`src/rtl/regfile_debug_arbiter.sv`:
```
// Shares the register file between the pipeline and a debug/loader host.
// The host halts the core, waits out in-flight writebacks, then owns the write port and read port 1.
module regfile_debug_arbiter #(
  parameter int ADDR_WIDTH   = 6,
  parameter int DATA_WIDTH   = 32,
  parameter int DRAIN_CYCLES = 4
) (
  input  logic                  clock,
  input  logic                  reset,
  input  logic [ADDR_WIDTH-1:0] cpu_read_address_1,
  input  logic [ADDR_WIDTH-1:0] cpu_read_address_2,
  output logic [DATA_WIDTH-1:0] cpu_read_value_1,
  output logic [DATA_WIDTH-1:0] cpu_read_value_2,
  input  logic [ADDR_WIDTH-1:0] cpu_write_address,
  input  logic [DATA_WIDTH-1:0] cpu_write_value,
  input  logic                  cpu_write_enable,
  output logic                  cpu_hold,
  output logic [ADDR_WIDTH-1:0] rf_read_address_1,
  output logic [ADDR_WIDTH-1:0] rf_read_address_2,
  input  logic [DATA_WIDTH-1:0] rf_read_value_1,
  input  logic [DATA_WIDTH-1:0] rf_read_value_2,
  output logic [ADDR_WIDTH-1:0] rf_write_address,
  output logic [DATA_WIDTH-1:0] rf_write_value,
  output logic                  rf_write_enable,
  input  logic                  dbg_halt,
  output logic                  dbg_halted,
  input  logic                  dbg_valid,
  output logic                  dbg_ready,
  input  logic                  dbg_write,
  input  logic [ADDR_WIDTH-1:0] dbg_address,
  input  logic [DATA_WIDTH-1:0] dbg_wdata,
  output logic                  dbg_rvalid,
  output logic [DATA_WIDTH-1:0] dbg_rdata
);

  localparam int CW = 4;

  typedef enum logic [1:0] {RUN, DRAIN, HALTED} state_t;

  state_t        state, state_next;
  logic [CW-1:0] drain_count, drain_count_next;
  logic          accept, host_write, host_read;
  logic          address_in_range, write_allowed;

  always_ff @(posedge clock) begin
    if (reset) begin
      state       <= RUN;
      drain_count <= '0;
    end else begin
      state       <= state_next;
      drain_count <= drain_count_next;
    end
  end

  // Once started, a drain always runs to completion regardless of dbg_halt.
  always_comb begin
    state_next       = state;
    drain_count_next = drain_count;
    case (state)
      RUN: begin
        if (dbg_halt) begin
          state_next       = DRAIN;
          drain_count_next = CW'(DRAIN_CYCLES - 1);
        end
      end
      DRAIN: begin
        if (drain_count == '0) state_next = HALTED;
        else                   drain_count_next = drain_count - CW'(1);
      end
      HALTED: begin
        if (!dbg_halt) state_next = RUN;
      end
      default: state_next = RUN;
    endcase
  end

  assign cpu_hold   = (state != RUN);
  assign dbg_halted = (state == HALTED);
  assign dbg_ready  = (state == HALTED);

  assign accept           = dbg_valid && dbg_ready;
  assign host_write       = accept && dbg_write;
  assign host_read        = accept && !dbg_write;
  assign address_in_range = !dbg_address[ADDR_WIDTH-1];
  assign write_allowed    = address_in_range && (dbg_address != '0);

  assign cpu_read_value_1 = rf_read_value_1;
  assign cpu_read_value_2 = rf_read_value_2;

  // In HALTED the pipeline write is dropped: held-in-reset stages can emit junk writes.
  always_comb begin
    rf_read_address_1 = cpu_read_address_1;
    rf_read_address_2 = cpu_read_address_2;
    rf_write_address  = cpu_write_address;
    rf_write_value    = cpu_write_value;
    rf_write_enable   = cpu_write_enable;
    if (state == HALTED) begin
      rf_read_address_1 = dbg_address;
      rf_write_address  = dbg_address;
      rf_write_value    = dbg_wdata;
      rf_write_enable   = host_write && write_allowed;
    end
  end

  always_ff @(posedge clock) begin
    if (reset) begin
      dbg_rvalid <= 1'b0;
      dbg_rdata  <= '0;
    end else begin
      dbg_rvalid <= host_read;
      if (host_read) dbg_rdata <= address_in_range ? rf_read_value_1 : '0;
    end
  end

endmodule

```
`config.mk`:
```
export PLATFORM = sky130hd
export DESIGN_NAME = regfile_debug_arbiter
export DESIGN_NICKNAME = d
export VERILOG_FILES = /design/src/rtl/regfile_debug_arbiter.sv
export SDC_FILE = /design/constraint.sdc
export NUM_CORES = 1
export LEC_CHECK = 0
export CORE_AREA = 3 3 120 122
export DETAILED_ROUTE_END_ITERATION = 8
export DIE_AREA = 0 0 123 125
export GPL_TIMING_DRIVEN = 0
export PLACE_DENSITY = 0.63
export SLEW_MARGIN = 30
export SYNTH_ARGS = -nofsm -noshare
export SYNTH_HDL_FRONTEND = slang
export SYNTH_SLANG_ARGS = --single-unit
export TNS_END_PERCENT = 50
```
`constraint.sdc`:
```
create_clock -name clock -period 1.6 [get_ports clock]
set_input_delay 0.16 -clock clock [delete_from_list [all_inputs] [get_ports clock]]
set_output_delay 0.16 -clock clock [all_outputs]
set_load 0.05 [all_outputs]
```
==> run metrics <==
outcome=finished, final reports clean; Final Hold Vio Count=0; Synthesis Warnings=0; Final Max Tran Viols=0; Avg WL per Cell=14.74 um; Cell Count, Final, Fillers Out=~780; Num CTS Buffers=5; Die Ht=around 130 um; CP startpoint kind=flop; # nets final=765; design area=~5800 um2; die area=15,380 um2; Worst setup EP type=output port; Hold Path Sink=state[1]$_SDFFE_PP0P_; post-route minimum period=between 1500 and 2000 ps; MaxCap Viol Count=0; Seq/Total Area, Yosys=0.3231; dpl hpwl=around 9800 um; largest net degree at the start of global routing=13; gpl congestion=around 0.8; Crit Path Class=reg -> out; Max Clk Rate=~640 MHz; antenna cells=0; Mapped Nets=about 480; Placed Instance Area=approximately 5300 um2; clock sinks=39; Max Root-Sink Buffers=2; total gr overflow=0; clock slew at reported path FFs=around 60 ps; Reg2Reg Depth=5; Worst Path Max Fanout=5; CP cell instances=nand2b_4 > bufbuf_16 > nand2_2 > o41ai_4 > buf_6; Root Driver=clkbuf_16; Reg2Reg Launch Point=drain_count[0]$_SDFFE_PP0P_; hold bufs inserted after CTS=0; CORE AREA=between 10,000 and 15,000 um2; via count=about 3,100; reg-to-reg endpoint=drain_count[3]$_SDFFE_PP0P_; syn_area_per_cell=around 7.5 um2; Initial Util=0.1817; Post-Route Setup TNS=0 ps; DR pass1 iterations=4; final wirelength=approximately 12,000 um; fillers=around 1,300; Yosys reg bits=39; Syn Inst Count=323; library cells used by synthesis=28; TritonCTS clock tree=built; HP Class=in -> reg; Power Density=around 780 nW/um2; vias in the first global route=between 3,000 and 4,000; VDD IR max=approximately 0.00036 V; Hold Path Stages=2; Worst Path Required=about 1400 ps; Mapped Area=2416 um2; Final setup viols=0; Clock Skews=between 3 and 4 ps; Antenna Nets Post-Route=0; gr usage total=0.1392; Site Rows=42; Critical Path AT=~1400 ps; placed instance count=between 700 and 800; worst hold path startpoint=reset; 1st-iter DRT viols=96; Area growth syn-to-layout=138.6%; Ports=between 300 and 400; global-route wire length before repair=roughly 17,000 um; die width=123 um; Worst Max-Slew Pin Slew=between 500 and 600 ps; vias per cell=~4; Pwr Total=between 4 and 5 mW; leakage=roughly 3.1 nW; CP max stage cell=dfxtp_4; input/output buffers=269; Worst Hold Slack=~240 ps; clk_lat worst skew=around 280 ps; Slew Limit Headroom=0.6195; initial antenna violation count=0; r2r setup slk=around 60 ps; layout cells sized above 1=0.3399; residual DRC count=0; RSZ-0062 raised after global routing=true; Period Utilization, post-route=0.9759; max incr delay on CP=approximately 340 ps; Max H-tree Level=2
==> stage by stage <==
step                utilization  setup slack (ps)
global placement         0.4015            -690.2
CTS                      0.4144            -58.89
floorplan                     -            -248.2
detailed placement       0.4015            -672.8
finish                   0.4336             38.63
global route             0.4336            -23.22
==> worst max path at each step <==
stage | endpoint | startpoint | slack (ps)
after floorplan | rf_write_enable | state[0]$_SDFFE_PP0P_ | -250
after global placement | rf_write_enable | dbg_address[2] | -690
after detailed placement | rf_write_enable | dbg_address[2] | -670
after CTS | rf_write_enable | state[0]$_SDFFE_PP0P_ | -60
after global routing | rf_write_address[2] | state[0]$_SDFFE_PP0P_ | -20
final | rf_write_enable | state[0]$_SDFFE_PP0P_ | 40
==> synthesized netlist by cell type <==
library cell / n / area share
a211oi_1: 2 / 0.0062
a21o_1: 1 / 0.0031
a21oi_1: 3 / 0.0062
a22o_1: 32 / 0.12
a22oi_1: 1 / 0.0031
and4bb_2: 1 / 0.0052
and4bb_4: 1 / 0.0067
buf_2: 11 / 0.023
buf_4: 71 / 0.22
clkbuf_1: 5 / 0.0078
dfxtp_1: 39 / 0.32
ha_1: 2 / 0.010
inv_1: 6 / 0.0093
nand2_1: 128 / 0.20
nand2b_1: 1 / 0.0026
nand2b_4: 1 / 0.0057
nand3b_1: 1 / 0.0031
nor2_1: 5 / 0.0078
nor3_1: 1 / 0.0021
nor4_4: 1 / 0.0088
o21ai_0: 1 / 0.0021
o21ba_2: 1 / 0.0041
o21bai_1: 1 / 0.0031
o31ai_1: 1 / 0.0031
o41ai_1: 1 / 0.0036
or2_2: 1 / 0.0026
or3_1: 1 / 0.0026
or4_1: 3 / 0.0093
==> kinds of logic (layout without fill, tap and decap cells) <==
kind of cell / count (synthesis) / count (layout) / share of synthesized area
AND/OR/NAND/NOR: 145 / 145 / 0.2553
buffers and inverters: 93 / 376 / 0.2605
AO/OA/AOI/OAI: 44 / 44 / 0.1507
flip-flops: 39 / 39 / 0.3231
adder cells (fa/ha/maj): 2 / 2 / 0.01036
==> state kept, by name, summed over array words and instances (netlist names) <==
signal	count
dbg_rdata	32
drain_count	4
dbg_rvalid	1
state	2
==> where the power goes <==
part | total (mW) | switching (mW) | internal [mW] | leakage (nW)
combinational | 2.21 | 1.27 | 0.933 | 2.72
clock | 1.26 | 0.370 | 0.893 | 0.0911
sequential | 1.02 | 0.0223 | 1.00 | 0.317
total | 4.49 | 1.67 | 2.83 | 3.13
==> critical path, delay by kind of cell, from the launching register on <==
family | cells | cell delay, ps
DFF | 1 | 340
buffers and inverters | 2 | 440
and+or+nand+nor | 2 | 260
AOI/OAI and AO/OA | 1 | 70
==> cells in the final DEF, fill, tap and decap left out, drive strengths merged <==
master / synthesis / layout
dlygate4sd2: 0 / 13
inv: 6 / 6
a22oi: 1 / 1
nand3b: 1 / 1
ha: 2 / 2
or3: 1 / 1
o31ai: 1 / 1
dlymetal6s2s: 0 / 24
nand2b: 2 / 2
dfxtp: 39 / 39
buf: 82 / 164
o21bai: 1 / 1
or2: 1 / 1
and4bb: 2 / 2
nand2: 128 / 128
nor3: 1 / 1
a21o: 1 / 1
o21ba: 1 / 1
o21ai: 1 / 1
or4: 3 / 3
a21oi: 3 / 3
o41ai: 1 / 1
clkbuf: 5 / 13
nor2: 5 / 5
a211oi: 2 / 2
clkdlybuf4s50: 0 / 153
nor4: 1 / 1
bufbuf: 0 / 1
a22o: 32 / 32
bufinv: 0 / 2
==> cell type report <==
| cell class | count | area [um2] | area share |
|---|---|---|---|
| Timing Repair Buffer | 275 | 2766 | 0.4799 |
| Multi-Input combinational cell | 191 | 1076 | 0.1867 |
| Sequential cell | 39 | 789.5 | 0.1370 |
| Buffer | 87 | 695.7 | 0.1207 |
| Tap cell | 176 | 220.2 | 0.03820 |
| Clock buffer | 6 | 128.9 | 0.02236 |
| Clock inverter | 2 | 60.06 | 0.01042 |
| Inverter | 6 | 27.53 | 0.004775 |
==> timing repair <==
| action | CTS | global route |
|---|---|---|
| setup buffers | 3 | 1 |
| setup endpoints to repair | 89 | 74 |
| pin swaps | 4 | 10 |
| cloned | 1 | 1 |
| resized for setup | 369 | 76 |
==> layer usage <==
metal	track usage	vias up	wire, um	share of wire
li1	-	1552	-	-
met1	0.1436	1397	4024	0.35
met2	0.2592	185	5954	0.52
met3	0.05601	10	1392	0.12
met4	0.03322	0	157	0.014
met5	0	-	0	0
Power figures use the tool's default switching activity.
